**src/rtl/dom_share_gen_pkg.sv**
```systemverilog
// dom_share_gen_pkg: FSM encoding, in_vec field layout and LFSR polynomial
// shared by the DOM share generator and its LFSR.
package dom_share_gen_pkg;
   typedef enum logic [1:0] {IDLE, GEN, DRIVE, PRECHARGE} state_e;
   localparam int IN_SIZE = 14;
   localparam int A_LSB = 10;
   localparam int B_LSB = 6;
   localparam int R_LSB = 0;
   localparam logic [31:0] LFSR_POLY = 32'h8020_0003;
   // Only r[11:0] carries randomness into the vector; shares are listed MSB first.
   function automatic logic [IN_SIZE-1:0] share_vec(input logic a, input logic b, input logic [31:0] r);
      share_vec = '0;
      share_vec[A_LSB+:4] = {r[0], r[1], r[2], a ^ (^r[2:0])};
      share_vec[B_LSB+:4] = {r[3], r[4], r[5], b ^ (^r[5:3])};
      share_vec[R_LSB+:6] = {r[6], r[7], r[8], r[9], r[10], r[11]};
   endfunction
endpackage

```
**src/rtl/dom_share_gen_lfsr32.sv**
```systemverilog
// lfsr32: 32-bit Galois LFSR, x^32+x^22+x^2+x+1, with zero-safe seed load.
module lfsr32
   import dom_share_gen_pkg::*;
#(
   parameter logic [31:0] INIT = 32'hACE1_0001
) (
   input  logic        clk,
   input  logic        rst_n,
   input  logic        load,
   input  logic [31:0] seed,
   output logic [31:0] state
);
   logic [31:0] state_d;
   always_comb
      state_d = load ? ((seed == '0) ? 32'h1 : seed) : ((state >> 1) ^ (state[0] ? LFSR_POLY : '0));
   always_ff @(posedge clk or negedge rst_n)
      if (!rst_n) state <= INIT;
      else state <= state_d;
endmodule

```
**src/rtl/dom_share_gen.sv**
```systemverilog
// dom_share_gen: splits a and b into 4 shares each plus 6 fresh random bits,
// holds the masked vector for HOLD_CYCLES cycles, then precharges to zero.
module dom_share_gen
   import dom_share_gen_pkg::*;
#(
   parameter int          HOLD_CYCLES = 16,
   parameter logic [31:0] LFSR_INIT   = 32'hACE1_0001
) (
   input  logic               clk,
   input  logic               rst_n,
   input  logic               start,
   input  logic               a,
   input  logic               b,
   input  logic               mask_en,
   input  logic               seed_load,
   input  logic [31:0]        seed,
   output logic [IN_SIZE-1:0] in_vec,
   output logic               valid,
   output logic               ready,
   output logic               done
);
   state_e state_q, state_d;
   logic [7:0] cnt_q, cnt_d;
   logic [IN_SIZE-1:0] vec_q, vec_d;
   logic [31:0] lfsr;
   logic a_q, a_d, b_q, b_d, m_q, m_d, armed_q, valid_q, valid_d, done_q, done_d;
   logic idle, accept, hold, last;
   assign idle   = state_q == IDLE;
   assign accept = idle && armed_q && start && !seed_load;
   assign last   = state_q == DRIVE && cnt_q == '0;
   assign hold   = state_q == DRIVE && !last;
   lfsr32 #(.INIT(LFSR_INIT)) u_lfsr (
      .clk   (clk),
      .rst_n (rst_n),
      .load  (idle && seed_load),
      .seed  (seed),
      .state (lfsr)
   );
   always_comb begin
      state_d = accept ? GEN : (state_q == GEN) ? DRIVE : last ? PRECHARGE : (state_q == PRECHARGE) ? IDLE : state_q;
      cnt_d   = (state_q == GEN) ? 8'(HOLD_CYCLES - 1) : hold ? cnt_q - 8'd1 : '0;
      a_d     = accept ? a : a_q;
      b_d     = accept ? b : b_q;
      m_d     = accept ? mask_en : m_q;
      vec_d   = (state_q == GEN) ? share_vec(a_q, b_q, m_q ? lfsr : '0) : hold ? vec_q : '0;
      valid_d = state_q == GEN || hold;
      done_d  = last;
   end
   // armed_q delays start acceptance by one edge after reset release
   always_ff @(posedge clk or negedge rst_n)
      if (!rst_n) begin
         state_q <= IDLE;
         cnt_q   <= '0;
         vec_q   <= '0;
         a_q     <= 1'b0;
         b_q     <= 1'b0;
         m_q     <= 1'b0;
         armed_q <= 1'b0;
         valid_q <= 1'b0;
         done_q  <= 1'b0;
      end else begin
         state_q <= state_d;
         cnt_q   <= cnt_d;
         vec_q   <= vec_d;
         a_q     <= a_d;
         b_q     <= b_d;
         m_q     <= m_d;
         armed_q <= 1'b1;
         valid_q <= valid_d;
         done_q  <= done_d;
      end
   assign in_vec = vec_q;
   assign valid  = valid_q;
   assign done   = done_q;
   assign ready  = idle;
endmodule

```
**config.mk**
```make
export PLATFORM = sky130hd
export DESIGN_NAME = dom_share_gen
export DESIGN_NICKNAME = d
export VERILOG_FILES = /design/src/rtl/dom_share_gen_pkg.sv /design/src/rtl/dom_share_gen_lfsr32.sv /design/src/rtl/dom_share_gen.sv
export SDC_FILE = /design/constraint.sdc
export NUM_CORES = 1
export LEC_CHECK = 0
export CAP_MARGIN = 20
export CORE_ASPECT_RATIO = 1.1
export CORE_MARGIN = 2
export CORE_UTILIZATION = 44
export CTS_BUF_LIST = sky130_fd_sc_hd__clkbuf_4 sky130_fd_sc_hd__clkbuf_8
export CTS_CLUSTER_SIZE = 20
export DETAILED_ROUTE_END_ITERATION = 10
export GPL_TIMING_DRIVEN = 0
export PLACE_DENSITY = 0.81
export SYNTH_ARGS = -nofsm -noshare
export SYNTH_HDL_FRONTEND = slang
export SYNTH_SLANG_ARGS = --single-unit
```
**constraint.sdc**
```tcl
create_clock -name clk -period 2.1 [get_ports clk]
set_input_delay 0.42 -clock clk [delete_from_list [all_inputs] [get_ports clk]]
set_output_delay 0.42 -clock clk [all_outputs]
set_load 0.01 [all_outputs]
```
Word-level counts from Yosys, hierarchy flattened
Cells that the tools add are included.

word-level totals
  flip-flop bits (word level) = 62
  bits of input ports = 39
  output and inout port bits = 17
  logic and storage cells = 45

cells by class
  add/sub/neg operators = 1
  eq/ne operators = 4
  multiplexer cells = 12
  bitwise gates (word level) = 3
  reduce and logical (&&, ||, !) cells = 15

operators with widths
  cell                 number
  $mux 32              3
  $logic_not 32->1     1
  $xor 31x32->32       1
  $mux 14              2
  $mux 8               2
  $mux 12              1
  $logic_not 8->1      1
  $mux 2               4
  $sub 8x1->8 const B  1
  $logic_and 1x1->1    6
  $reduce_xor 3->1     2
  $eq 2x2->1 const B   2
  $reduce_bool 4->1    1
  $eq 2x1->1 const B   1
  $logic_not 1->1      2
  $logic_not 2->1      1
  $ne 2x1->1 const B   1
  $xor 1x1->1          2
  $logic_or 1x1->1     1

Longest topological paths before layout
Gate-level depths: netlist of run 1.

  word-level depth = 6
  gate-level depth with buffers = 6
  gate-level depth less buffers = 6

Cells and area by module
From an unflattened synthesis of run 1, not the netlist that was laid out.

unflattened totals
  cells, all modules = 187
  area total of the unflattened synthesis = 2652.5 µm²

by module, submodules not included
  module         times used  cells an instance  area an instance (µm²)  sequential area each (µm²)
  lfsr32         1           85                 1340.0                  812.0
  dom_share_gen  1           102                1312.5                  750.7

Worst setup path after synthesis of run 1
Ideal clock, no wire load.

  kind = reg-to-reg
  from = register cnt_q[5]
  to = register vec_q[8], in the netlist in_vec[8]
  library setup time = 0.121 ns
  data arrival time = 1.893 ns
  required time = 1.979 ns
  setup slack = 0.086 ns
  stages on the path, launching flop included = 6
  path buffers = 1
  period minus slack after synthesis = 2.014 ns
  path through = dfrtp_1 -> or4_4 -> or4b_4 -> nor2b_4 -> buf_6 -> a22o_1

on the way
  cells in the longest elaborated chain, start to end = 5

ends and longest elaborated chain
  element                 RTL line             text
  from (decl)             dom_share_gen.sv:23  logic [7:0] cnt_q, cnt_d;
  from (signal assigned)  dom_share_gen.sv:63  cnt_q <= cnt_d;
  $logic_not 8->1         dom_share_gen.sv:30  assign last = state_q == DRIVE && cnt_q == '0;
  $logic_and 1x1->1       dom_share_gen.sv:30
  $logic_not 1->1         dom_share_gen.sv:31  assign hold = state_q == DRIVE && !last;
  $logic_and 1x1->1       dom_share_gen.sv:31
  $ne 2x1->1 (no line)    --
  to (signal assigned)    dom_share_gen.sv:64  vec_q <= vec_d;
  to (decl)               dom_share_gen.sv:24  logic [IN_SIZE-1:0] vec_q, vec_d;

No other way between the ends.
A chain may end at the register's enable or synchronous reset.

Worst setup path after layout of run 1
  from = register cnt_q[4]
  to = register vec_q[2], in the netlist in_vec[2]

Same word-level chain as after synthesis.

==> results of run 1 <==
## flip-flops by register name, indices dropped and copies added (netlist names), 2 cells and up
signal        count
state_q           2
cnt_q             8
u_lfsr.state     32
in_vec           14
## synth_stat cells (2+ instances only)
master | number | share of area (%)
o2bb2ai_1 | 2 | 0.69
clkbuf_1 | 10 | 1.5
dfstp_2 | 9 | 9.3
nand2_1 | 95 | 14
inv_1 | 4 | 0.59
o21ai_0 | 6 | 1.2
dfrtp_1 | 53 | 52
a22o_1 | 12 | 4.1
mux2_2 | 3 | 1.3
xnor2_1 | 10 | 3.4
nand4_1 | 2 | 0.49
nand2b_1 | 4 | 0.98
ha_1 | 2 | 0.98
nor4_1 | 9 | 2.2
nor2_1 | 12 | 1.8
## area by class of cell
class	count	area share, %
inverters	4	0.4310
clock buffers	13	4.957
plain buffers	12	1.545
well taps	77	2.766
repair buffers	60	17.21
multi-input cells	170	26.36
flip-flops and latches	62	44.86
clock inverters	3	1.868
## final timing paths
| check | start | end | slack, ns | cells after the start |
|---|---|---|---|---|
| worst max-delay path | cnt_q[4]$_DFF_PN0_ | in_vec[2]$_DFFE_PN0P_ | 0.03 | 5 |
| worst min-delay path | rst_n | in_vec[7]$_DFFE_PN0P_ | 0.07 | 1 |
| worst max register to register | cnt_q[4]$_DFF_PN0_ | in_vec[2]$_DFFE_PN0P_ | 0.03 | 5 |
| worst min register to register | u_lfsr.state[19]$_DFF_PN0_ | u_lfsr.state[18]$_DFF_PN0_ | 0.45 | 2 |
| max in group asynchronous | rst_n | u_lfsr.state[27]$_DFF_PN1_ | 1.36 | 2 |
| min in group clk | u_lfsr.state[19]$_DFF_PN0_ | u_lfsr.state[18]$_DFF_PN0_ | 0.45 | 2 |
## per-stage QoR
| stage | setup TNS [ns] | worst slack (ns) | hold WS, ns |
|---|---|---|---|
| 6_report | 0 | 0.02586 | 0.07388 |
| 5_1_grt | -0.3409 | -0.05014 | 0.1101 |
| 4_1_cts | -0.001601 | -0.001601 | 0.08190 |
| 3_5_place_dp | -0.03442 | -0.01722 | 0.4316 |
| 3_3_place_gp | -71.47 | -1.249 | 0.4304 |
| 2_1_floorplan | 0 | 0.08569 | 0.1244 |
## power by group through the flow
stage	logic, µW	clock network (µW)	registers (µW)
floorplan	1060	0	1930
global placement	1500	0	1960
detailed placement	1550	0	1980
CTS	1610	1240	1960
global route	1810	1300	2000
finish	1610	1220	1950
## per-layer routing
metal  up-vias  wire, µm  GRT usage, %
met5         -         0             0
met4         0        23         6.446
met3         2       168         4.978
met2        42      2739         30.89
met1       941      2354         22.10
li1        951         -             -
## timing repair
action                                  CTS  global route
pin swaps                                 0             3
gates resized for setup                   0             2
buffers inserted                          3             0
cloned                                    0             1
endpoints found under the setup margin    8            10
## kinds of logic (layout without fill, tap and decap cells)
logic type                 Yosys count  count (layout)
and+or+nand+nor                    130             130
DFF                                 62              62
AOI/OAI and AO/OA                   21              21
buffers and inverters               16              92
xor gates and xnor gates            12              12
muxes                                4               4
adders and majority gates            2               2
other                                1               1
==> parameters.txt, run 1 <==
Parameter                              Value

Outcome
  Outcome ... finished, final reports clean

Clocking
  Clock edge transition at the registers on the reported setup and hold paths ... roughly 0.070 ns
  Clock net sink count ... 62
  Post-CTS Hold Fix Bufs ... 0
  Root buffer selected by CTS ... clkbuf_8
  Clock buffer depth ... 2
  Skew-Pair Late Insertion Delay ... 0.33 ns
  Total CTS buffers ... 9
  Number of levels in the clock H-tree ... 3
  CTS tree ... done

STA
  Final hold viol count ... 0
  Fmax achieved ... 482.1 MHz
  Setup skew after layout ... 0.009359 ns
  Least-Margin Pin Slew ... between 0.5 and 0.6 ns
  Unrepaired setup endpoints after global routing ... true
  Max-slew violation count ... 0
  Post-layout min period ... 2.074 ns
  Worst-case headroom to the max-slew limit ... 62.69%
  Number of setup violations in the final report ... 0
  Share of the clock period used by the worst path ... 98.77%

Routing
  Total Wirelength ... between 5 and 6 mm
  Number of routed nets with antenna violations ... 0
  Post-route DRC ... 0
  Detailed-router iteration count before antenna repair ... 4
  Via/cell ratio ... 4.828
  Vias ... 1936
  Average routed wire per standard cell ... 13.18 µm
  Number of DRC markers in iteration 0 ... 98

Placement
  Placed instance area ... 0.003212 mm²
  Placed cells ... 381
  Half-perimeter wire length after detailed placement ... 3.822 mm
  Final RePlAce weighted congestion ... roughly 0.78
  Count of port buffers added during placement ... 55

Critical path
  Worst setup path category ... reg -> reg
  Critical path's slowest cell ... or4_4
  Bufs and invs on worst path ... 1
  Startpoint type of the worst setup path ... flop
  Critical path data arrival time ... 2.29 ns
  Peak fanout along the critical path ... 5
  Delay contributed by the slowest stage of the critical path ... 0.55 ns
  Nature of the critical path endpoint ... flop
  CP delay by family, top ... simple AND/OR/NAND/NOR gates
  Worst path required time ... 2.31 ns
  Ordered cell list for the critical path ... or4_4 -> or4b_4 -> nor2b_4 -> buf_6 -> a22o_1

Cells and area
  Most common cell after layout, fill and taps aside ... nand2_1
  Multi-input gate area in the final layout ... 918.4 µm²
  Layout area overhead ... 36.60%
  Most used cells in the layout excluding fill and tap cells ... 95 x nand2_1, 54 x clkdlybuf4s50_1, 53 x dfrtp_1
  Number of filler cells placed in the layout ... 495
  Filler-free cell count of the finished design ... ~400
  Post-route cell area ... 0.003483 mm²
  Number of diodes added for antenna fixing ... 0
  Fraction of layout instances using a drive strength above 1 ... 12.35%
  Core utilization of the finished layout ... 61.15%
  Post-layout nets ... 360
  Sequential cell area ... ~0.0016 mm²

Power
  Clock share of power ... 25.6%
  Internal power ... 3290 µW
  Combinational Power Share ... 33.6%
  Leakage power summed over all cells ... around 0.0016 µW
  Fraction of power spent switching nets ... 31.20%
  Total power ... 4782 µW
  Power density over the cells ... between 1000 and 1500 mW/mm²
  Switch Pwr ... 1492 µW
  Worst vdd rail ir drop ... 0.5478 mV
  Flop pwr share ... 40.8%

Global routing
  Total congestion overflow after global routing ... 0
  Wire length of the first global-routing pass ... 9.059 mm
  GRT Util Overall ... 18.12%
  Largest net degree at the start of global routing ... 39
  Number of antenna violations at the first check in global routing ... 0
  Number of global-route vias before repair ... ~2000

Min path
  Worst Hold Class ... in -> async

Logic synthesis
  Number of warnings printed during yosys synthesis ... 0
  Simple-gate portion of the synthesized area ... between 20 and 25%
  Synth Area in Adders ... 0.9814%
  Post-synth EDFFs ... 0
  Post-synthesis average cell area ... approximately 10 µm²
  Mapped Area ... 0.002550 mm²
  Count of distinct cell types in the synthesized netlist ... 30
  Complex-gate fraction of the synthesized area ... under 10%
  Portion of netlist area occupied by mux cells ... 1.717%
  Xor and xnor fraction of the mapped netlist area ... 4.661%
  Number of register bits inferred by synthesis ... 62
  Most used DFF post-synth ... dfrtp_1
  Synthesized Nets ... around 290
  Share of flip-flops with an asynchronous set or reset ... 100.0%
  Number of instances in the synthesized netlist ... 248
  Combinational family with the most area after synthesis ... simple AND/OR/NAND/NOR gates
  Portion of the post-synthesis area used by sequential elements ... 61.29%

Floorplanning
  Floorplan Core Area ... between 0.005 and 0.006 mm²
  Ports placed on the boundary ... 56
  Die Height ... 83.84 µm
  Die boundary width ... 76.59 µm
  Placement row count ... 29
  Die area ... 0.006421 mm²
  Initial core utilization ... 44.76%

Run
  Max Cap Violations ... 0
Note: power is estimated with default switching activity, not from simulation.
==> run 2: changes to the inputs <==
--- a/config.mk
+++ b/config.mk
@@ -14,6 +14,7 @@
 export DETAILED_ROUTE_END_ITERATION = 10
 export GPL_TIMING_DRIVEN = 0
 export PLACE_DENSITY = 0.81
+export SKIP_LAST_GASP = 1
 export SYNTH_ARGS = -nofsm -noshare
 export SYNTH_HDL_FRONTEND = slang
 export SYNTH_SLANG_ARGS = --single-unit
==> results of run 2 <==
Same layout as run 1: the final DEF is identical, and so are final timing and power.
